===== config.mk =====
export PLATFORM = sky130hd
export DESIGN_NAME = heartbeat_decoder
export DESIGN_NICKNAME = d
export VERILOG_FILES = /design/src/rtl/heartbeat_decoder.sv
export SDC_FILE = /design/constraint.sdc
export NUM_CORES = 1
export LEC_CHECK = 0
export CAP_MARGIN = 20
export CORE_MARGIN = 2
export CORE_UTILIZATION = 30
export CTS_CLUSTER_DIAMETER = 40
export DETAILED_ROUTE_END_ITERATION = 12
export HOLD_SLACK_MARGIN = 0.02
export REMOVE_ABC_BUFFERS = 1
export SLEW_MARGIN = 20
export SYNTH_ARGS = -nofsm -noshare
export SYNTH_HDL_FRONTEND = slang
export SYNTH_SLANG_ARGS = --single-unit

===== constraint.sdc =====
create_clock -name clk -period 3.96 [get_ports clk]
set_input_delay 0.792 -clock clk [delete_from_list [all_inputs] [get_ports clk]]
set_output_delay 0.792 -clock clk [all_outputs]
set_load 0.005 [all_outputs]

===== src/rtl/heartbeat_decoder.sv =====
// Manchester heartbeat receiver: recovers bits from edge intervals, then finds byte
// alignment and polarity from a rolling +1 (or -1 when inverted) counter sequence.
module heartbeat_decoder #(
  parameter int HALF_BIT_CYCLES = 8
) (
  input  logic       clk,
  input  logic       rst,
  input  logic       signal_in,
  output logic [7:0] byte_out,
  output logic       byte_valid,
  output logic       locked,
  output logic       inverted,
  output logic [7:0] err_count
);

  localparam logic [7:0] S_TH        = 8'(HALF_BIT_CYCLES / 32'sd2);
  localparam logic [7:0] L_TH        = 8'((32'sd3 * HALF_BIT_CYCLES) / 32'sd2);
  localparam logic [7:0] X_TH        = 8'((32'sd5 * HALF_BIT_CYCLES) / 32'sd2);
  localparam logic [7:0] TMO         = X_TH + 8'd1;
  localparam logic [4:0] FULL_WINDOW = 5'd24;

  typedef enum logic [1:0] {
    HUNT  = 2'd0,
    MID   = 2'd1,
    BOUND = 2'd2
  } bit_state_e;

  function automatic logic [7:0] sat_inc8(input logic [7:0] v);
    return (v == 8'hFF) ? v : v + 8'd1;
  endfunction

  logic            sync1_r, sync2_r, sync3_r;
  logic            edge_s;
  logic [7:0]      ival_r;
  logic            armed_r;
  logic            glitch_s, long_s, short_s, timeout_s;
  logic            emit_s, bound_err_s, dec_err_s;
  bit_state_e      state_r, state_s;

  logic [23:0]     sr_r, sr_s, sr_shift_s;
  logic [4:0]      nbits_r, nbits_s, nbits_inc_s;
  logic [2:0]      phase_r, phase_s;
  logic [7:0]      byte_r, byte_s;
  logic [7:0]      err_r, err_s;
  logic            valid_r, valid_s;
  logic            locked_r, locked_s;
  logic            inv_r, inv_s;
  logic [7:0]      a_s, b_s, c_s, v_s;
  logic            up_s, dn_s, seq_ok_s, window_full_s;

  assign edge_s    = sync2_r ^ sync3_r;
  assign timeout_s = armed_r & ~edge_s & (ival_r == X_TH);
  assign dec_err_s = glitch_s | timeout_s | bound_err_s;

  // Synchronizer, edge history and interval counter; armed_r gates classification
  always_ff @(posedge clk or posedge rst) begin
    if (rst) begin
      sync1_r <= 1'b0;
      sync2_r <= 1'b0;
      sync3_r <= 1'b0;
      ival_r  <= 8'd0;
      armed_r <= 1'b0;
    end else begin
      sync1_r <= signal_in;
      sync2_r <= sync1_r;
      sync3_r <= sync2_r;
      if (edge_s) begin
        ival_r <= 8'd1;
      end else if (ival_r != TMO) begin
        ival_r <= ival_r + 8'd1;
      end else begin
        ival_r <= ival_r;
      end
      if (dec_err_s) begin
        armed_r <= 1'b0;
      end else if (edge_s) begin
        armed_r <= 1'b1;
      end else begin
        armed_r <= armed_r;
      end
    end
  end

  // Classify an armed edge by the interval that preceded it
  always_comb begin
    glitch_s = 1'b0;
    long_s   = 1'b0;
    short_s  = 1'b0;
    if (edge_s && armed_r) begin
      if (ival_r < S_TH) begin
        glitch_s = 1'b1;
      end else if (ival_r >= L_TH) begin
        long_s = 1'b1;
      end else begin
        short_s = 1'b1;
      end
    end else begin
      glitch_s = 1'b0;
    end
  end

  // Bit FSM state register
  always_ff @(posedge clk or posedge rst) begin
    if (rst) begin
      state_r <= HUNT;
    end else begin
      state_r <= state_s;
    end
  end

  // Bit FSM next state
  always_comb begin
    state_s = state_r;
    if (dec_err_s) begin
      state_s = HUNT;
    end else begin
      case (state_r)
        HUNT:    state_s = long_s  ? MID   : HUNT;
        MID:     state_s = short_s ? BOUND : MID;
        BOUND:   state_s = short_s ? MID   : BOUND;
        default: state_s = HUNT;
      endcase
    end
  end

  // Bit FSM outputs: mid-bit edges emit, a long interval from a boundary is illegal
  always_comb begin
    emit_s      = 1'b0;
    bound_err_s = 1'b0;
    case (state_r)
      HUNT:    emit_s = long_s;
      MID:     emit_s = long_s;
      BOUND: begin
        emit_s      = short_s;
        bound_err_s = long_s;
      end
      default: emit_s = 1'b0;
    endcase
  end

  assign sr_shift_s    = {sr_r[22:0], sync2_r};
  assign a_s           = sr_shift_s[23:16];
  assign b_s           = sr_shift_s[15:8];
  assign c_s           = sr_shift_s[7:0];
  assign up_s          = (b_s == a_s + 8'd1) && (c_s == b_s + 8'd1);
  assign dn_s          = (b_s == a_s - 8'd1) && (c_s == b_s - 8'd1);
  assign v_s           = sr_shift_s[7:0] ^ {8{inv_r}};
  assign seq_ok_s      = (v_s == byte_r + 8'd1);
  assign nbits_inc_s   = (nbits_r == FULL_WINDOW) ? nbits_r : nbits_r + 5'd1;
  assign window_full_s = (nbits_inc_s == FULL_WINDOW);

  // Byte assembly: alignment search while unlocked, sequence tracking while locked
  always_comb begin
    sr_s     = sr_r;
    nbits_s  = nbits_r;
    phase_s  = phase_r;
    byte_s   = byte_r;
    err_s    = err_r;
    valid_s  = 1'b0;
    locked_s = locked_r;
    inv_s    = inv_r;
    if (dec_err_s) begin
      nbits_s  = 5'd0;
      locked_s = 1'b0;
      err_s    = sat_inc8(err_r);
    end else if (emit_s) begin
      sr_s = sr_shift_s;
      if (locked_r) begin
        phase_s = phase_r + 3'd1;
        if (phase_r == 3'd7) begin
          if (seq_ok_s) begin
            byte_s  = v_s;
            valid_s = 1'b1;
          end else begin
            locked_s = 1'b0;
            nbits_s  = 5'd0;
            err_s    = sat_inc8(err_r);
          end
        end else begin
          valid_s = 1'b0;
        end
      end else begin
        nbits_s = nbits_inc_s;
        if (window_full_s && up_s) begin
          locked_s = 1'b1;
          inv_s    = 1'b0;
          byte_s   = c_s;
          valid_s  = 1'b1;
          phase_s  = 3'd0;
        end else if (window_full_s && dn_s) begin
          locked_s = 1'b1;
          inv_s    = 1'b1;
          byte_s   = ~c_s;
          valid_s  = 1'b1;
          phase_s  = 3'd0;
        end else begin
          valid_s = 1'b0;
        end
      end
    end else begin
      valid_s = 1'b0;
    end
  end

  // Byte assembly and output registers
  always_ff @(posedge clk or posedge rst) begin
    if (rst) begin
      sr_r     <= 24'd0;
      nbits_r  <= 5'd0;
      phase_r  <= 3'd0;
      byte_r   <= 8'd0;
      err_r    <= 8'd0;
      valid_r  <= 1'b0;
      locked_r <= 1'b0;
      inv_r    <= 1'b0;
    end else begin
      sr_r     <= sr_s;
      nbits_r  <= nbits_s;
      phase_r  <= phase_s;
      byte_r   <= byte_s;
      err_r    <= err_s;
      valid_r  <= valid_s;
      locked_r <= locked_s;
      inv_r    <= inv_s;
    end
  end

  assign byte_out   = byte_r;
  assign byte_valid = valid_r;
  assign locked     = locked_r;
  assign inverted   = inv_r;
  assign err_count  = err_r;

endmodule

==> summary.txt, run 1 <==
Outcome
  • Status: finished, final reports clean

Place
  • Setup WS pre-CTS: just under 0.7 ns
  • DP Cell Count: 670
  • IO buf count: 21
  • Final RePlAce weighted congestion: a little under 0.9
  • HPWL after detailed placement: around 7500 um

Power
  • Reg power frac: 0.408
  • Combinational power share: 0.131
  • Switch Pwr: 473 uW
  • Clk pwr share: 0.461
  • Leak: 0.00226 uW
  • P_int: about 1400 uW
  • Switching Fraction: 0.256
  • PD cells: 360 nW/um^2
  • Max rail drop VDD: 0.000209 V

Critical path
  • Slowest CP cell: o41ai_4
  • Critical path class: reg -> reg
  • R2r setup slk: approximately 0.68 ns
  • CP Cell Sequence: inv_1 > ha_1 > nand4b_4 > or3_4 > a2111oi_4 > or4b_4 > o41ai_4 > xnor2_1 > mux2_4
  • Critical Path Max Stage Delay: about 0.62 ns
  • Critical Path AT: between 3 and 4 ns
  • Reg-to-Reg End: byte_out[3]
  • RR Startpoint: nbits_r[0]
  • CP Launch Type: register
  • Req. time, crit path: ~4.2 ns
  • Worst setup EP type: register
  • R2r worst-path depth: 9
  • CP Max Fanout: 8

Detailed routing
  • Met3 Wirelength: 454 um
  • Post-Route WL: ~10000 um
  • Initial DRC Count: 322
  • Metal1 wirelength: 4910 um
  • Vias: 3604
  • Wire length on met2: ~4800 um
  • Vias per cell: around 5.3
  • WL/cell: 15.0 um
  • Post-DRT Antenna Nets: 0
  • Drt drc: 0
  • Top Metal Used: met4
  • DRT Pass-1 Iters: 5

Timing
  • Period utilization: 0.827
  • Worst-Margin Slew: 0.742 ns
  • Fmax: 305 MHz
  • Final setup fails: 0
  • Pins Over Slew Limit: 0
  • RSZ-0062 raised after global routing: no
  • Period minus WS final: 3.28 ns
  • Min setup slack post-route: 0.685 ns
  • Total Neg Setup Slack: 0 ns
  • Relative slew slack: 0.504
  • Final hold vios: 0
  • Clock Skew: 0.00895 ns

Die
  • IO Pins: 22
  • Full die area: between 15000 and 20000 um^2
  • Core Region: between 15000 and 20000 um^2
  • Die width: ~130 um
  • Die Span Y: between 100 and 150 um
  • Std cell rows: 45
  • Initial Util: 0.304

CTS
  • CTS Hold Bufs: 0
  • Post-CTS sizing: 0
  • Clk pin slew, worst setup/hold paths: around 0.060 ns
  • CTS tree: built
  • TritonCTS Buffers: 9
  • Htree depth: 3
  • Max clock buf depth: 2
  • Latest clock arrival within the worst-skew pair: between 0.3 and 0.4 ns
  • CTS root buf: clkbuf_16
  • Clock sink count: 64
  • Postcts setup bufs: 0

GRT
  • Initial antenna violation count: 0
  • Tot GR Track Use: 0.134
  • First-pass GRT wire length: about 18000 um
  • Grt ovf: 0
  • Vias in the first global route: 3538
  • Largest net degree at the start of global routing: 37

Yosys
  • Synth Register Bits: 64
  • Most used DFF post-synth: dfrtp_1
  • Cell count after synthesis: slightly below 500
  • Syn Std Cell Area: between 4000 and 5000 um^2
  • EDFF count, synth: 0
  • Seq/Total Area, Yosys: 0.350
  • Syn avg cell area: between 9 and 10 um^2
  • Yosys cell types: 76
  • Ys async rst share: 1.00
  • Yosys warns: 0

Final layout
  • N_diodes: 0
  • Final cell count without fillers: a little under 700
  • Ratio of cells with drive above 1 in the final layout: 0.0984
  • Layout area overhead: 12.4%
  • # nets final: around 500
  • Final Util: 0.342

Hold path
  • Hold Path Sink: sync2_r
  • Hold Crit Depth: 0
  • Hold Crit Start: sync1_r
  • Hold WC Path Type: reg -> reg

Job
  • MaxCap Viol Count: 0
## state kept, by name, indices dropped and copies added (netlist names)
name,count
sr_r,23
byte_out,8
err_count,8
ival_r,8
nbits_r,5
phase_r,3
state_r,2
armed_r,1
byte_valid,1
inverted,1
locked,1
sync1_r,1
sync2_r,1
sync3_r,1
## power by group through the flow
stage	logic (uW)	registers [uW]	clock network (uW)
3_3_place_gp	236	763	0
4_1_cts	244	756	870
3_5_place_dp	243	767	0
6_report	242	755	852
2_1_floorplan	139	757	0
5_1_grt	273	764	903
## critical path, delay by kind of cell, from the launching register on
| family | cells | cell delay [ns] |
|---|---|---|
| buffers and inverters | 1 | 0.11 |
| XOR/XNOR | 1 | 0.13 |
| AO/OA/AOI/OAI | 2 | 0.98 |
| AND/OR/NAND/NOR | 3 | 1.02 |
| adder cells (fa/ha/maj) | 1 | 0.19 |
| multiplexers | 1 | 0.27 |
| flip-flops | 1 | 0.44 |
## through the flow
stage	hold slack, ns	area (um^2)	power (uW)
6_report	0.370	5140	1850
5_1_grt	0.400	5140	1940
4_1_cts	0.372	5140	1870
3_5_place_dp	0.336	4820	1010
3_3_place_gp	0.342	4820	999
2_1_floorplan	0.331	4330	896
## cells in the mapped netlist (3+ instances only)
library cell	count	area, um^2
xor2_1	23	201
nor2_1	20	75.1
a211oi_1	3	22.5
mux2i_1	4	40.0
a31oi_1	3	18.8
nand2_1	66	248
and4_1	4	35.0
ha_1	13	163
dfrtp_1	64	1600
and2_1	3	18.8
nor2b_1	4	25.0
buf_6	7	78.8
inv_1	16	60.1
nand4b_1	3	26.3
nand3b_1	3	22.5
xnor2_1	40	350
or4_1	3	22.5
nand2b_1	6	37.5
or3_1	8	50.1
nand4_1	4	25.0
clkbuf_1	20	75.1
o21ai_0	20	100
buf_2	3	15.0
mux2_4	8	120
and3_1	12	75.1
nand3_1	22	110
a21oi_1	14	70.1
o211ai_1	9	67.6
nor3_1	9	45.0
clkbuf_8	3	41.3
o2111ai_1	4	35.0
o211a_1	5	50.1
nor4_1	8	50.1
## how the worst max path moves through the flow
| stage | slack, ns | startpoint | endpoint |
|---|---|---|---|
| global route | 0.49 | nbits_r[0] | byte_out[0] |
| CTS | 0.66 | nbits_r[0] | byte_out[3] |
| global placement | 0.80 | nbits_r[0] | byte_out[7] |
| finish | 0.68 | nbits_r[0] | byte_out[3] |
| detailed placement | 0.69 | nbits_r[0] | byte_out[3] |
| floorplan | 0.98 | nbits_r[0] | byte_out[5] |
## metal layers
| layer | vias to the layer above | GRT usage |
|---|---|---|
| met5 | - | 0 |
| met4 | 0 | 0.0317 |
| met3 | 12 | 0.0327 |
| met2 | 78 | 0.218 |
| met1 | 1769 | 0.181 |
| li1 | 1745 | - |
## cells by family after synthesis
kind of cell	share of synthesized area
AOI/OAI and AO/OA	0.146
xor gates and xnor gates	0.126
adders and majority gates	0.0355
buffers and inverters	0.0667
DFF	0.350
muxes	0.0448
and+or+nand+nor	0.232
## placed cells by master, fill, tap and decap left out, types with 3 or more instances in the layout
cell type | netlist | routed
a31oi_1 | 3 | 3
nand3b_1 | 3 | 3
nand2_1 | 66 | 66
mux2i_1 | 4 | 4
o21ai_0 | 20 | 20
o211a_1 | 5 | 5
ha_1 | 13 | 13
a211oi_1 | 3 | 3
and3_1 | 12 | 12
nand3_1 | 22 | 22
inv_1 | 16 | 15
xor2_1 | 23 | 23
nand4_1 | 4 | 4
a21oi_1 | 14 | 14
dfrtp_1 | 64 | 64
buf_4 | 0 | 6
or4_1 | 3 | 3
o2111ai_1 | 4 | 4
clkbuf_16 | 0 | 9
clkdlybuf4s50_1 | 0 | 21
nand4b_1 | 3 | 3
nor3_1 | 9 | 9
nor2b_1 | 4 | 4
or3_1 | 8 | 8
and2_1 | 3 | 3
mux2_4 | 8 | 8
nand2b_1 | 6 | 6
and4_1 | 4 | 4
o211ai_1 | 9 | 9
nor2_1 | 20 | 20
xnor2_1 | 40 | 40
nor4_1 | 8 | 8
## cell type report
type                            instances  area, um^2
Clock buffer                           10         229
Clock inverter                          6        92.6
Fill cell                            1514        9890
Inverter                               16        60.1
Multi-Input combinational cell        375        2670
Sequential cell                        64        1600
Tap cell                              188         235
Timing Repair Buffer                   27         255
No activity file was read; power rests on OpenSTA's default activity.
==> run 2: changes to the inputs <==
==> constraint.sdc (replaced) <==
create_clock -name clk -period 3.2 [get_ports clk]
set_input_delay 0.64 -clock clk [delete_from_list [all_inputs] [get_ports clk]]
set_output_delay 0.64 -clock clk [all_outputs]
set_load 0.005 [all_outputs]
==> run 2 against run 1 <==
Effect of this change:
- fmax grew 8.5%
- combinational power grew 24%
- setup slack lost 0.50 ns
- sequential power grew 24%
- clock power grew 28%
- wire length grew 3.2%
==> summary.txt, run 2 (synthesis gave the netlist of run 1 again) <==
Outcome
  • Status: finished, final reports clean (unchanged)

Timing
  • Pins Over Slew Limit: 0 (unchanged)
  • Clock Skew: 0.00689 ns (was 0.00895 ns)
  • Final setup fails: 0 (unchanged)
  • Worst-Margin Slew: 0.607 ns (was 0.742 ns)
  • Fmax: 331 MHz (was 305 MHz)
  • Period minus WS final: 3.02 ns (was 3.28 ns)
  • Relative slew slack: 0.592 (was 0.504)
  • RSZ-0062 raised after global routing: no (unchanged)
  • Final hold vios: 0 (unchanged)
  • Total Neg Setup Slack: 0 ns (unchanged)
  • Period utilization: 0.944 (was 0.827)
  • Hold slack: 0.362 ns (was 0.370 ns)

CTS
  • CTS root buf: clkbuf_16 (unchanged)
  • Clock sink count: 64 (unchanged)
  • Max clock buf depth: 2 (unchanged)
  • Htree depth: 3 (unchanged)
  • TritonCTS Buffers: 9 (unchanged)
  • CTS tree: built (unchanged)
  • Clk pin slew, worst setup/hold paths: 0.06 ns (about the same)
  • Latest clock arrival within the worst-skew pair: 0.33 ns (about the same)
  • Postcts setup bufs: 0 (unchanged)

Die
  • Std cell rows: 45 (unchanged)
  • Full die area: 16300 um^2 (unchanged)
  • IO Pins: 22 (unchanged)
  • Initial Util: 0.304 (unchanged)
  • Core Region: 15000 um^2 (unchanged)
  • Die width: 128 um (unchanged)
  • Die Span Y: 128 um (unchanged)

Place
  • IO buf count: 21 (unchanged)
  • HPWL after detailed placement: 7770 um (was 7500 um)
  • Cell Area, Placed: 4880 um^2 (was 4820 um^2)
  • Final RePlAce weighted congestion: 0.873 (was 0.883)

Final layout
  • Fillers: 1480 (was 1514)
  • Most frequent cells in the layout: nand2_1, dfrtp_1, xnor2_1 (unchanged)
  • Max reg flops: 23 (unchanged)
  • Leading cell type in the layout, fill and taps excluded: nand2_1 (unchanged)
  • Ratio of cells with drive above 1 in the final layout: 0.113 (was 0.0984)
  • Layout area overhead: 14.0% (was 12.4%)
  • Most flops, register: sr_r (unchanged)
  • N_diodes: 0 (unchanged)
  • # nets final: 517 (was 509)
  • Final Cell Area: 5220 um^2 (was 5140 um^2)

Power
  • Leak: 0.00232 uW (was 0.00226 uW)
  • Max rail drop VDD: 0.000271 V (was 0.000209 V)
  • Total Power: 2320 uW (was 1850 uW)
  • PD cells: 445 nW/um^2 (was 360 nW/um^2)

GRT
  • Grt ovf: 0 (unchanged)
  • Vias in the first global route: 3662 (was 3538)
  • Tot GR Track Use: 0.140 (was 0.134)
  • Initial antenna violation count: 0 (unchanged)
  • First-pass GRT wire length: 18500 um (was 17700 um)
  • Largest net degree at the start of global routing: 25 (was 37)

Detailed routing
  • Drt drc: 0 (unchanged)
  • Vias: 3634 (was 3604)
  • WL/cell: 15.3 um (was 15.0 um)
  • DRT Pass-1 Iters: 5 (unchanged)
  • Initial DRC Count: 218 (was 322)
  • Post-DRT Antenna Nets: 0 (unchanged)
  • Vias per cell: 5.24 (was 5.25)
  • Post-Route WL: 10600 um (was 10300 um)

Hold path
  • Hold WC Path Type: reg -> reg (unchanged)

Critical path
  • CP Max Fanout: 8 (unchanged)
  • Req. time, crit path: 3.42 ns (was 4.18 ns)
  • Critical Path Max Stage Delay: 0.53 ns (was 0.62 ns)
  • Worst setup EP type: register (unchanged)
  • Critical Path AT: 3.24 ns (was 3.49 ns)
  • CP top delay family: simple AND/OR/NAND/NOR gates (unchanged)
  • Slowest CP cell: or4b_4 (was o41ai_4)
  • Critical path class: reg -> reg (unchanged)
  • CP Cell Sequence: inv_1 > ha_1 > nand4b_4 > or3_4 > a2111oi_4 > or4b_4 > o41ai_4 > buf_6 > xnor2_1 > mux2_4 (was inv_1 > ha_1 > nand4b_4 > or3_4 > a2111oi_4 > or4b_4 > o41ai_4 > xnor2_1 > mux2_4)
  • CP Launch Type: register (unchanged)
  • Buf/Inv on CP: 2 (was 1)

Job
  • MaxCap Viol Count: 0 (unchanged)
-- run 2: area by class of cell --
type / instances / area (um^2) / share of cell area
clock buffer: 12 / 256 / 0.0492
clock inverter: 4 / 76.3 / 0.0146
inverter: 16 / 60.1 / 0.0115
multi-input combinational: 375 / 2670 / 0.512
sequential: 64 / 1600 / 0.307
tap: 188 / 235 / 0.0451
timing repair buffer: 35 / 319 / 0.0612
-- run 2: metal layers --
layer,GRT usage,vias to the layer above,part of all wire
met5,0,-,0
met4,0.0446,0,0.0070
met3,0.0310,6,0.047
met2,0.228,71,0.49
met1,0.185,1793,0.45
li1,-,1764,-
-- run 2: repair_timing --
action	in CTS	in global routing
endpoints found under the setup margin	0	8
resized for setup	0	1
hold buffers	0	0
-- run 2: worst paths after layout --
path | start | end | slack [ns] | depth (start not counted)
max in group asynchronous | rst | sr_r[5] | 1.86 | 3
min reg2reg | sync1_r | sync2_r | 0.36 | 0
min in group asynchronous | rst | nbits_r[0] | 0.65 | 2
max reg2reg | nbits_r[0] | byte_out[0] | 0.18 | 10
max | nbits_r[0] | byte_out[0] | 0.18 | 10
min | sync1_r | sync2_r | 0.36 | 0
-- run 2: metrics by stage --
step | worst slack, ns | util | cells
after floorplan | 0.220 | - | 455
after global placement | 0.253 | 0.325 | 678
after detailed placement | 0.175 | 0.325 | 678
after CTS | 0.144 | 0.347 | 694
after global routing | 0.00429 | 0.347 | 694
final | 0.181 | 0.347 | 694
-- run 2: power by group --
group / switching [uW] / internal (uW) / leakage (uW)
Sequential: 72.2 / 865 / 0.000870
Combinational: 146 / 153 / 0.00129
Clock: 361 / 726 / 0.000159
Total: 579 / 1740 / 0.00232
==> run 3: changes to the inputs <==
--- a/config.mk
+++ b/config.mk
@@ -6,6 +6,7 @@
 export NUM_CORES = 1
 export LEC_CHECK = 0
 export CAP_MARGIN = 20
+export CORE_ASPECT_RATIO = 1.1
 export CORE_MARGIN = 2
 export CORE_UTILIZATION = 30
 export CTS_CLUSTER_DIAMETER = 40
==> run 3 against run 2 <==
Effect of this change:
- critical path depth unchanged
- via count decreased by 1.8%
- design area decreased by 0.58%
- combinational power about the same
- clock skew decreased by 0.0014 ns
- global-route usage decreased by 0.61 points
- die area about the same
- flip-flop and latch count unchanged
- sequential power about the same
- wire length decreased by 2.7%
- fmax increased by 0.33%
==> summary.txt, run 3 (synthesis gave the netlist of run 1 again) <==
GRT
  • Vias in the first global route: 3403 (was 3662)
  • Largest net degree at the start of global routing: 30 (was 25)
  • First-pass GRT wire length: 17200 um (was 18500 um)
  • Tot GR Track Use: 0.134 (was 0.140)
  • Initial antenna violation count: 0 (unchanged)
  • Grt ovf: 0 (unchanged)

Timing
  • RSZ-0062 raised after global routing: no (unchanged)
  • Final setup fails: 0 (unchanged)
  • Period utilization: 0.940 (was 0.944)
  • Clock Skew: 0.00553 ns (was 0.00689 ns)
  • Worst-Margin Slew: 0.600 ns (was 0.607 ns)
  • Pins Over Slew Limit: 0 (unchanged)
  • Fmax: 332 MHz (was 331 MHz)
  • Final hold vios: 0 (unchanged)
  • Period minus WS final: 3.01 ns (was 3.02 ns)
  • Hold slack: 0.356 ns (was 0.362 ns)
  • Relative slew slack: 0.600 (was 0.592)
  • Total Neg Setup Slack: 0 ns (unchanged)

Critical path
  • Worst setup EP type: register (unchanged)
  • CP Launch Type: register (unchanged)
  • CP Max Fanout: 8 (unchanged)
  • Req. time, crit path: 3.41 ns (was 3.42 ns)
  • Critical Path AT: 3.22 ns (was 3.24 ns)
  • Critical path class: reg -> reg (unchanged)
  • R2r worst-path depth: 10 (unchanged)

Detailed routing
  • Post-Route WL: 10300 um (was 10600 um)
  • DRT Pass-1 Iters: 4 (was 5)
  • Post-DRT Antenna Nets: 0 (unchanged)
  • WL/cell: 14.7 um (was 15.3 um)
  • Vias per cell: 5.08 (was 5.24)
  • Vias: 3568 (was 3634)
  • Initial DRC Count: 292 (was 218)
  • Drt drc: 0 (unchanged)

CTS
  • CTS tree: built (unchanged)
  • TritonCTS Buffers: 9 (unchanged)
  • Clock sink count: 64 (unchanged)
  • Post-CTS sizing: 0 (unchanged)
  • Htree depth: 3 (unchanged)
  • Latest clock arrival within the worst-skew pair: 0.33 ns (about the same)
  • CTS Hold Bufs: 0 (unchanged)
  • Postcts setup bufs: 0 (unchanged)
  • Max clock buf depth: 2 (unchanged)
  • Clk pin slew, worst setup/hold paths: 0.05 ns (was 0.06 ns)
  • CTS root buf: clkbuf_16 (unchanged)

Place
  • Final RePlAce weighted congestion: 0.872 (was 0.873)
  • IO buf count: 21 (unchanged)
  • Cell Area, Placed: 4910 um^2 (was 4880 um^2)
  • HPWL after detailed placement: 7790 um (was 7770 um)

Die
  • IO Pins: 22 (unchanged)
  • Std cell rows: 47 (was 45)
  • Core Region: 15000 um^2 (about the same)
  • Full die area: 16300 um^2 (about the same)
  • Die width: 122 um (was 128 um)
  • Initial Util: 0.305 (was 0.304)
  • Die Span Y: 134 um (was 128 um)

Final layout
  • Final Cell Area: 5190 um^2 (was 5220 um^2)
  • # nets final: 520 (was 517)
  • FF+latch area: 1600 um^2 (unchanged)
  • Multi-input logic area: 2670 um^2 (unchanged)
  • Ratio of cells with drive above 1 in the final layout: 0.112 (was 0.113)
  • Leading cell type in the layout, fill and taps excluded: nand2_1 (unchanged)
  • Most flops, register: sr_r (unchanged)
  • Fillers: 1529 (was 1480)
  • Max reg flops: 23 (unchanged)
  • Most frequent cells in the layout: nand2_1, dfrtp_1, xnor2_1 (unchanged)
  • N_diodes: 0 (unchanged)
  • Layout area overhead: 13.4% (was 14.0%)

Hold path
  • Hold Crit Depth: 0 (unchanged)
  • Hold WC Path Type: reg -> reg (unchanged)

Power
  • Switching Fraction: 0.253 (was 0.249)
  • Total Power: 2140 uW (was 2320 uW)
  • Clk pwr share: 0.423 (was 0.468)
  • Reg power frac: 0.437 (was 0.404)
  • PD cells: 413 nW/um^2 (was 445 nW/um^2)
  • Combinational power share: 0.141 (was 0.129)
  • P_int: 1600 uW (was 1740 uW)
  • Leak: 0.00231 uW (was 0.00232 uW)
  • Switch Pwr: 543 uW (was 579 uW)
  • Max rail drop VDD: 0.000250 V (was 0.000271 V)

Outcome
  • Status: finished, final reports clean (unchanged)

Job
  • MaxCap Viol Count: 0 (unchanged)
[run 3: power groups by stage]
stage | clock [uW] | sequential (uW) | combinational, uW
after global routing | 977 | 947 | 336
final | 906 | 935 | 301
after floorplan | 0 | 937 | 172
after global placement | 0 | 944 | 296
after detailed placement | 0 | 949 | 304
after CTS | 935 | 936 | 306
[run 3: layout make-up]
class | instances | share of cell area
timing repair buffer | 38 | 0.0651
tap | 196 | 0.0473
inverter | 16 | 0.0116
multi-input combinational | 375 | 0.514
sequential | 64 | 0.309
clock buffer | 14 | 0.0528
[run 3: path summary, 6_finish.rpt]
kind | slack [ns] | start | endpoint
min in group asynchronous | 0.70 | rst | state_r[0]
setup reg to reg | 0.19 | nbits_r[0] | byte_out[7]
max in group asynchronous | 1.77 | rst | sr_r[12]
setup / recovery | 0.19 | nbits_r[0] | byte_out[7]
hold reg to reg | 0.36 | sync1_r | sync2_r
hold / removal | 0.36 | sync1_r | sync2_r
[run 3: metal layers]
metal / track usage / wire, um
met1: 0.171 / 4790
met2: 0.213 / 4960
met3: 0.0449 / 422
met4: 0.0428 / 151
met5: 0 / 0
[run 3: metrics by stage]
stage,setup WS [ns],util,instances
floorplan,0.220,-,455
global placement,0.269,0.328,689
detailed placement,0.211,0.328,689
CTS,0.195,0.346,703
global route,0.0621,0.346,703
finish,0.191,0.346,703
[run 3: critical path, stage by stage (launching register included)]
cell and delay, ns:
dfrtp_1 0.44, inv_1 0.11, ha_1 0.19, nand4b_4 0.13, or3_4 0.35, a2111oi_4 0.35, or4b_4 0.53, o41ai_4 0.21
buf_4 0.23, xnor2_1 0.08, mux2_4 0.26
